File: src/rtl/signal_mux_xfade_pkg.sv
// Shared types and width helpers for the crossfading signal multiplexer.
package signal_mux_pkg;

    typedef enum logic {
        ST_STEADY = 1'b0,
        ST_FADE   = 1'b1
    } state_t;

    function automatic int nb_diff(input int nb_data);
        return nb_data + 1;
    endfunction

    function automatic int nb_prod(input int nb_data, input int log2_xfade);
        return nb_data + log2_xfade + 2;
    endfunction

    function automatic int nb_k(input int log2_xfade);
        return log2_xfade + 1;
    endfunction

    // Widths at the default configuration (NB_DATA=8, LOG2_XFADE=2).
    localparam int NB_DIFF = nb_diff(8);
    localparam int NB_PROD = nb_prod(8, 2);
    localparam int NB_K    = nb_k(2);

endpackage

File: src/rtl/signal_mux_xfade_mixer.sv
// Combinational linear blend: a + ((b - a) * k) >>> LOG2_XFADE.
module xfade_mixer
    import signal_mux_pkg::*;
#(
    parameter int NB_DATA    = 8,
    parameter int LOG2_XFADE = 2
) (
    input  logic signed [NB_DATA-1:0]           a,
    input  logic signed [NB_DATA-1:0]           b,
    input  logic        [nb_k(LOG2_XFADE)-1:0]  k,
    output logic signed [NB_DATA-1:0]           mix
);

    localparam int DIFF_W = nb_diff(NB_DATA);
    localparam int PROD_W = nb_prod(NB_DATA, LOG2_XFADE);
    localparam int K_W    = nb_k(LOG2_XFADE);

    logic signed [DIFF_W-1:0] diff;
    logic signed [PROD_W-1:0] diff_x;
    logic signed [PROD_W-1:0] k_x;
    logic signed [PROD_W-1:0] a_x;
    logic signed [PROD_W-1:0] prod;
    logic signed [PROD_W-1:0] scaled;
    logic signed [PROD_W-1:0] sum;

    always_comb begin
        diff   = {b[NB_DATA-1], b} - {a[NB_DATA-1], a};
        diff_x = {{(PROD_W-DIFF_W){diff[DIFF_W-1]}}, diff};
        k_x    = {{(PROD_W-K_W){1'b0}}, k};
        a_x    = {{(PROD_W-NB_DATA){a[NB_DATA-1]}}, a};
        prod   = diff_x * k_x;
        scaled = prod >>> LOG2_XFADE;
        sum    = scaled + a_x;
        // Blend always lies between a and b, so plain truncation is exact.
        mix    = sum[NB_DATA-1:0];
    end

endmodule

File: src/rtl/signal_mux_xfade.sv
// Channel selector feeding the FIR path; crossfades linearly on channel change.
module signal_mux_xfade
    import signal_mux_pkg::*;
#(
    parameter int NB_DATA    = 8,
    parameter int N_CH       = 4,
    parameter int NB_SEL     = 2,
    parameter int LOG2_XFADE = 2
) (
    input  logic                      i_clock,
    input  logic                      i_reset,
    input  logic                      i_en,
    input  logic [NB_SEL-1:0]         i_sel,
    input  logic [N_CH*NB_DATA-1:0]   i_signals,
    output logic signed [NB_DATA-1:0] o_signal,
    output logic                      o_valid,
    output logic                      o_busy,
    output logic [NB_SEL-1:0]         o_active_sel
);

    localparam int K_W    = nb_k(LOG2_XFADE);
    localparam int N_SLOT = 2 ** NB_SEL;
    localparam logic [K_W-1:0]    K_ONE  = K_W'(1);
    localparam logic [K_W-1:0]    K_TWO  = K_W'(2);
    localparam logic [K_W-1:0]    K_LAST = K_W'(2 ** LOG2_XFADE);
    localparam logic [NB_SEL:0]   N_CH_X = (NB_SEL+1)'(N_CH);

    state_t                    state, state_next;
    logic [NB_SEL-1:0]         active, active_next;
    logic [NB_SEL-1:0]         src, src_next;
    logic [NB_SEL-1:0]         pending, pending_next;
    logic [K_W-1:0]            k, k_next;
    logic signed [NB_DATA-1:0] sample, sample_next;
    logic                      valid;
    logic                      sel_ok;

    logic signed [NB_DATA-1:0] ch [N_SLOT];
    logic signed [NB_DATA-1:0] mix_a, mix_b, mix_out;
    logic [K_W-1:0]            mix_k;

    for (genvar c = 0; c < N_SLOT; c++) begin : g_ch
        if (c < N_CH) begin : g_live
            assign ch[c] = i_signals[c*NB_DATA +: NB_DATA];
        end else begin : g_unused
            assign ch[c] = '0;
        end
    end

    assign sel_ok = ({1'b0, i_sel} < N_CH_X);

    // In STEADY the mixer previews the first fade sample toward the pending channel.
    always_comb begin
        if (state == ST_STEADY) begin
            mix_a = ch[active];
            mix_b = ch[pending];
            mix_k = K_ONE;
        end else begin
            mix_a = ch[src];
            mix_b = ch[active];
            mix_k = k;
        end
    end

    xfade_mixer #(
        .NB_DATA    (NB_DATA),
        .LOG2_XFADE (LOG2_XFADE)
    ) u_mixer (
        .a   (mix_a),
        .b   (mix_b),
        .k   (mix_k),
        .mix (mix_out)
    );

    always_comb begin
        state_next   = state;
        active_next  = active;
        src_next     = src;
        k_next       = k;
        sample_next  = sample;
        pending_next = sel_ok ? i_sel : pending;
        if (i_en) begin
            case (state)
                ST_STEADY: begin
                    if (pending != active) begin
                        src_next    = active;
                        active_next = pending;
                        sample_next = mix_out;
                        k_next      = K_TWO;
                        state_next  = ST_FADE;
                    end else begin
                        sample_next = ch[active];
                    end
                end
                ST_FADE: begin
                    sample_next = mix_out;
                    if (k == K_LAST) begin
                        state_next = ST_STEADY;
                        k_next     = '0;
                    end else begin
                        k_next = k + K_ONE;
                    end
                end
                default: state_next = ST_STEADY;
            endcase
        end
    end

    always_ff @(posedge i_clock or negedge i_reset) begin
        if (!i_reset) begin
            state   <= ST_STEADY;
            active  <= '0;
            src     <= '0;
            pending <= '0;
            k       <= '0;
            sample  <= '0;
            valid   <= 1'b0;
        end else begin
            state   <= state_next;
            active  <= active_next;
            src     <= src_next;
            pending <= pending_next;
            k       <= k_next;
            sample  <= sample_next;
            valid   <= i_en;
        end
    end

    assign o_signal     = sample;
    assign o_valid      = valid;
    assign o_busy       = (state == ST_FADE);
    assign o_active_sel = active;

endmodule

File: config.mk
export PLATFORM = sky130hd
export DESIGN_NAME = signal_mux_xfade
export DESIGN_NICKNAME = d
export VERILOG_FILES = /design/src/rtl/signal_mux_xfade_pkg.sv /design/src/rtl/signal_mux_xfade_mixer.sv /design/src/rtl/signal_mux_xfade.sv
export SDC_FILE = /design/constraint.sdc
export NUM_CORES = 1
export LEC_CHECK = 0
export BUFFER_PORTS_ARGS = -buffer_cell sky130_fd_sc_hd__buf_2
export CORE_ASPECT_RATIO = 1.25
export CORE_MARGIN = 10
export CORE_UTILIZATION = 45
export CTS_CLUSTER_SIZE = 20
export DETAILED_ROUTE_END_ITERATION = 6
export PLACE_DENSITY = 0.71
export SLEW_MARGIN = 20
export SYNTH_ARGS = -nofsm -noshare
export SYNTH_HDL_FRONTEND = slang
export SYNTH_HIERARCHICAL = 1
export SYNTH_SLANG_ARGS = --single-unit
File: constraint.sdc
create_clock -name i_clock -period 8.3 [get_ports i_clock]
set_input_delay 0.83 -clock i_clock [delete_from_list [all_inputs] [get_ports i_clock]]
set_output_delay 0.83 -clock i_clock [all_outputs]
set_load 0.005 [all_outputs]
-- Word-level counts from Yosys, hierarchy flattened
Cells that the tools add are included.
- flip-flop bits (word level): 19
- input bits: 37
- output and inout port bits: 12
- add/subtract/negate cells: 3
- multipliers: 1
- magnitude comparators: 3
- equal/unequal tests: 3
- mux-type cells: 20
- bitwise operators: 4
- reduce and logical (&&, ||, !) cells: 2
- operators by type and width (operator ; number):
    8-bit two-way mux ; 9
    8-bit binary-select mux with 2-bit select ; 3
    8-bit one-hot mux with 2 select lines ; 1
    9-bit by 4-bit multiplier with 10-bit output ; 1
    3-bit >= comparator (second input constant) ; 3
    3-bit two-way mux ; 3
    2-bit inverter with 3-bit output ; 3
    8-bit by 8-bit subtractor with 9-bit output ; 1
    8-bit adder ; 1
    3-bit one-hot mux with 2 select lines ; 1
    3-bit by 1-bit adder with 3-bit output (second input constant) ; 1
    3-bit equality test (second input constant) ; 1
    3-bit AND reduction ; 1
    1-bit two-way mux ; 2
    2-bit by 1-bit inequality test with 1-bit output (second input constant) ; 1
    2-bit inequality test ; 1
    1-bit one-hot mux with 2 select lines ; 1
    2-bit AND reduction ; 1
    1-bit inverter ; 1

-- Logic depth before layout (Yosys ltp)
- word-level depth: 10
- mapped depth: 29
- depth with buffers taken out: 28

-- Modules after synthesis
Netlist, hierarchy kept.
- by module, submodules not included (module ; times used ; cells an instance ; area an instance (sq um) ; sequential area each (sq um)):
    signal_mux_xfade ; 1 ; 166 ; 1685.4 ; 475.5
    xfade_mixer ; 1 ; 170 ; 1345.0 ; 0.0

-- Least setup slack after synthesis
No wires, ideal clock.
- path type: input port to flip-flop
- start: input port i_signals[24]
- end: register sample[7] (netlist: o_signal[7])
- library setup time: 0.141 ns
- data arrival time: 5.651 ns
- data required time: 8.159 ns
- path slack: 2.508 ns
- stages on the path: 27
- path buffers: 0
- cell sequence: mux4_2 nand2_1 nand2_1 ha_1 fa_1 nand2b_1 nand2b_1 a21oi_1 xnor2_1 and2_1 ha_1 inv_1 fa_1 inv_1 ha_1 a21oi_1 nor2b_1 o21ai_0 nand2_1 xor2_1 ha_1 o21a_1 a21oi_1 xor2_1 xnor3_1 o31ai_1 a31oi_1
- longest elaborated chain between the ends: 9
- elaborated cells between the ends (all ways): 16
- those cells by class: add/sub: 2; mul: 1; mux: 13
- RTL lines (item ; RTL line ; source):
    start, declared ; signal_mux_xfade.sv:14 ; input logic [N_CH*NB_DATA-1:0] i_signals,
    8-bit binary-select mux with 2-bit select, on equally long branches ; signal_mux_xfade.sv:54, signal_mux_xfade.sv:58 ;
    8-bit two-way mux, on equally long branches (2 in series) ; signal_mux_xfade.sv:54, signal_mux_xfade.sv:58 ;
    8-bit two-way mux (*) ; signal_mux_xfade.sv:53 ; if (state == ST_STEADY) begin
    named net mix_a[0] ; signal_mux_xfade.sv:38 ; logic signed [NB_DATA-1:0] mix_a, mix_b, mix_out;
    8-bit by 8-bit subtractor with 9-bit output ; signal_mux_xfade_mixer.sv:27 ; diff = {b[NB_DATA-1], b} - {a[NB_DATA-1], a};
    9-bit by 4-bit multiplier with 10-bit output ; signal_mux_xfade_mixer.sv:31 ; prod = diff_x * k_x;
    8-bit adder (*) ; signal_mux_xfade_mixer.sv:33 ; sum = scaled + a_x;
    named net mix_out[7] ; signal_mux_xfade.sv:38 ;
    8-bit two-way mux ; signal_mux_xfade.sv:84 ; if (pending != active) begin
    8-bit one-hot mux with 2 select lines (*) ; signal_mux_xfade.sv:82 ; case (state)
    end signal, assigned ; signal_mux_xfade.sv:123 ; sample <= sample_next;
    end, declared ; signal_mux_xfade.sv:33 ; logic signed [NB_DATA-1:0] sample, sample_next;
Mark *: on every way through the listed nets, which the timed path passes. The rest lies on a longest branch. The select of a mux whose other input is x is not followed.
A chain may end at the register's enable or synchronous reset.

-- Worst setup path after layout
- start: register state (netlist: o_busy)
- end: register sample[7] (netlist: o_signal[7])
- longest elaborated chain between the ends: 6
- elaborated cells between the ends (all ways): 9
- those cells by class: add/sub: 2; mul: 1; mux: 5; bitwise: 1
- RTL lines (item ; RTL line ; source):
    start, declared ; signal_mux_xfade.sv:28 ; state_t state, state_next;
    start signal, assigned ; signal_mux_xfade.sv:118 ; state <= state_next;
    8-bit two-way mux (*) ; signal_mux_xfade.sv:53 ;
    named net mix_a[0] ; signal_mux_xfade.sv:38 ;
    8-bit by 8-bit subtractor with 9-bit output ; signal_mux_xfade_mixer.sv:27 ;
    9-bit by 4-bit multiplier with 10-bit output ; signal_mux_xfade_mixer.sv:31 ;
    8-bit adder (*) ; signal_mux_xfade_mixer.sv:33 ;
    named net mix_out[7] ; signal_mux_xfade.sv:38 ;
    8-bit two-way mux ; signal_mux_xfade.sv:84 ;
    8-bit one-hot mux with 2 select lines (*) ; signal_mux_xfade.sv:82 ;
Mark *: on every way through the listed nets, which the timed path passes. The rest lies on a longest branch.

==> flow_summary.ini <==
[outcome]
status = completed

[timing]
fin_tns_setup_ns = 0
rsz0062_at_grt = no
whs_ns = 0.495
finalSetupViolCount = 0
finClkSkew_ns = 0.00710
slew_headroom_pct = 41.4
maxSlewViolCount = 0
hold_viol_final = 0
period_minus_slack_ns = 6.72
max_freq_ghz = 0.149
tightestPinTransition_ns = 0.879
min_period_over_period_pct = 80.9

[place]
postPlaceCellArea_sq_um = 3310
portBuffers = 48
hpwl_microns = 6110
gp_congestion = 0.825

[finish]
mostFrequentLayoutCell = nand2_1
multi_input_area_sq_um = 2360
fillCellCount = 609
nNetsFinal = 453
diodes = 0
syn_to_final_growth_pct = 10.8
seq_area_sq_um = 475
drive_above_1_share_pct = 22.2
mostFrequentLayoutCells = nand2_1 (62), buf_2 (48), inv_1 (33)
stdcell_area_sq_um = 3360

[clock_tree]
cts.repair.resized = 0
clkTransAtPathRegs_ns = 0.07
clockBufferDepth = 2
cts_made_buffers = 3
ctsHoldBuffers = 0
cts_root_buffer = clkbuf_8
clk_latency_ns = 0.26
cts_tree = done
cts.sinks = 19
cts_setup_buffers = 0
htreeDepth = 1

[drt]
routed_via_density = 5.49
drtIter0Drc = 152
firstDrtPassIters = 5
dr_total_vias = 2532
finalWirelength_microns = 7120
drc_errors = 0
ant_nets = 0
wl_per_cell_microns = 15.4

[floorplan]
pin_count = 49
die_w_microns = 93.4
die_area_sq_um = 10400
die_height_microns = 112
coreArea_sq_um = 6570
initial_core_util_pct = 46.2
rows = 33

[global_route]
grt_pass1_wl_microns = 12100
grt_pass1_vias = 2571
grt_max_degree = 33
overflow = 0
antenna_found_initial = 0
grt_usage_pct = 13.8

[worst_setup_path]
worstPathArrival_ns = 6.85
crit_type = flip-flop to flip-flop
path_cells = clkinv_1 -> nand2_1 -> nand2_1 -> ha_1 -> fa_1 -> xnor2_1 -> and2_1 -> ha_1 -> fa_1 -> fa_1 -> a21o_1 -> a21oi_1 -> nor2b_1 -> o21ai_0 -> nand2_1 -> xor2_1 -> ha_1 -> o21a_1 -> a21oi_1 -> xor2_1 -> xnor3_1 -> o31ai_1 -> a31oi_1
required_ns = 8.43
slowest_delay_ns = 0.92
critical_path.max_fanout = 32
slowest_stage = dfrtp_1
crit_path_end_kind = flip-flop
critPathLaunchType = flip-flop
r2r_slack_ns = 1.58

[synthesis]
avgSynthCellArea_sq_um = 9.02
synth_edf_count = 0
syn_inst = 336
ys_warn_count = 6
yosysUniqueCellTypes = 47
synthArstFlopShare_pct = 100
synth-main-ff-cell = dfrtp_1
synth_fp_nets = 414
synth-seq-area-share_pct = 15.7
synth_area_sq_um = 3030
synth-seq-cells = 19

[job]
drv_cap = 0

[min_path]
hp-class = input port to async pin
## sequential cells by signal, indices dropped and copies added (netlist names)
name / count
o_active_sel: 2
o_valid: 1
src: 2
o_signal: 8
pending: 2
k: 3
o_busy: 1
## routing by layer
| metal | vias to the layer above | GRT usage [%] | share of wire (%) |
|---|---|---|---|
| met5 | - | 0 | 0 |
| met4 | 0 | 3.81 | 1.8 |
| met3 | 15 | 3.16 | 4.1 |
| met2 | 64 | 24.6 | 52 |
| met1 | 1188 | 15.9 | 42 |
| li1 | 1265 | - | - |
## stage by stage
stage	util (%)	std cells	setup slack, ns
floorplan	-	336	2.51
global placement	50.4	457	1.85
detailed placement	50.4	457	1.68
CTS	51.1	461	1.66
global route	51.1	461	1.06
finish	51.1	461	1.58
## cell type report
| class | instances | share of cell area [%] |
|---|---|---|
| Tap cell | 87 | 3.24 |
| Inverter | 35 | 3.91 |
| Timing Repair Buffer | 48 | 7.16 |
| Sequential cell | 19 | 14.2 |
| Multi-Input combinational cell | 268 | 70.2 |
| Clock buffer | 4 | 1.34 |
## cells in the mapped netlist (all sizes together) (2+ instances only)
master / n / area (sq um)
xnor2: 14 / 123
nor2: 14 / 52.6
mux2: 4 / 45.0
a21oi: 14 / 70.1
and2: 14 / 87.6
nand2b: 3 / 18.8
dfrtp: 19 / 475
fa: 9 / 180
nand2: 62 / 233
o31ai: 9 / 67.6
a31oi: 8 / 50.1
a21o: 6 / 45.0
o21ai: 9 / 48.8
o211ai: 3 / 22.5
inv: 34 / 128
xor2: 9 / 93.8
clkbuf: 8 / 30.0
a2bb2oi: 2 / 23.8
nand4: 8 / 50.1
nor2b: 6 / 37.5
o21a: 4 / 30.0
ha: 32 / 400
buf: 6 / 37.5
mux4: 24 / 544
a211oi: 2 / 15.0
## cell families after synthesis
group                    Yosys count  share of synthesized area (%)
XOR/XNOR                          24                           7.89
buffers and inverters             49                           6.56
multiplexers                      28                           19.4
flip-flops                        19                           15.7
AO/OA/AOI/OAI                     63                           13.9
adder cells (fa/ha/maj)           41                           19.2
AND/OR/NAND/NOR                  112                           17.3
## worst max-delay path: cells and delay by family (launching register included)
family	cells	cell delay, ns
DFF	1	0.92
AOI/OAI and AO/OA	7	0.99
adders and majority gates	6	2.23
xor gates and xnor gates	4	1.01
buffers and inverters	1	0.81
and+or+nand+nor	5	0.63
## path summary, 6_finish.rpt
| path | from | endpoint | cells after the start |
|---|---|---|---|
| setup reg to reg | o_busy | o_signal[7] | 23 |
| setup / recovery | o_busy | o_signal[7] | 23 |
| hold / removal | i_reset | o_signal[3] | 1 |
| min in group i_clock | o_signal[3] | o_signal[3] | 2 |
| hold reg to reg | o_signal[3] | o_signal[3] | 2 |
| max in group asynchronous | i_reset | o_valid | 1 |
Power is left out: the tool's default activity adds up to more than one toggle a clock period on the data nets, which glitch-free logic cannot reach.
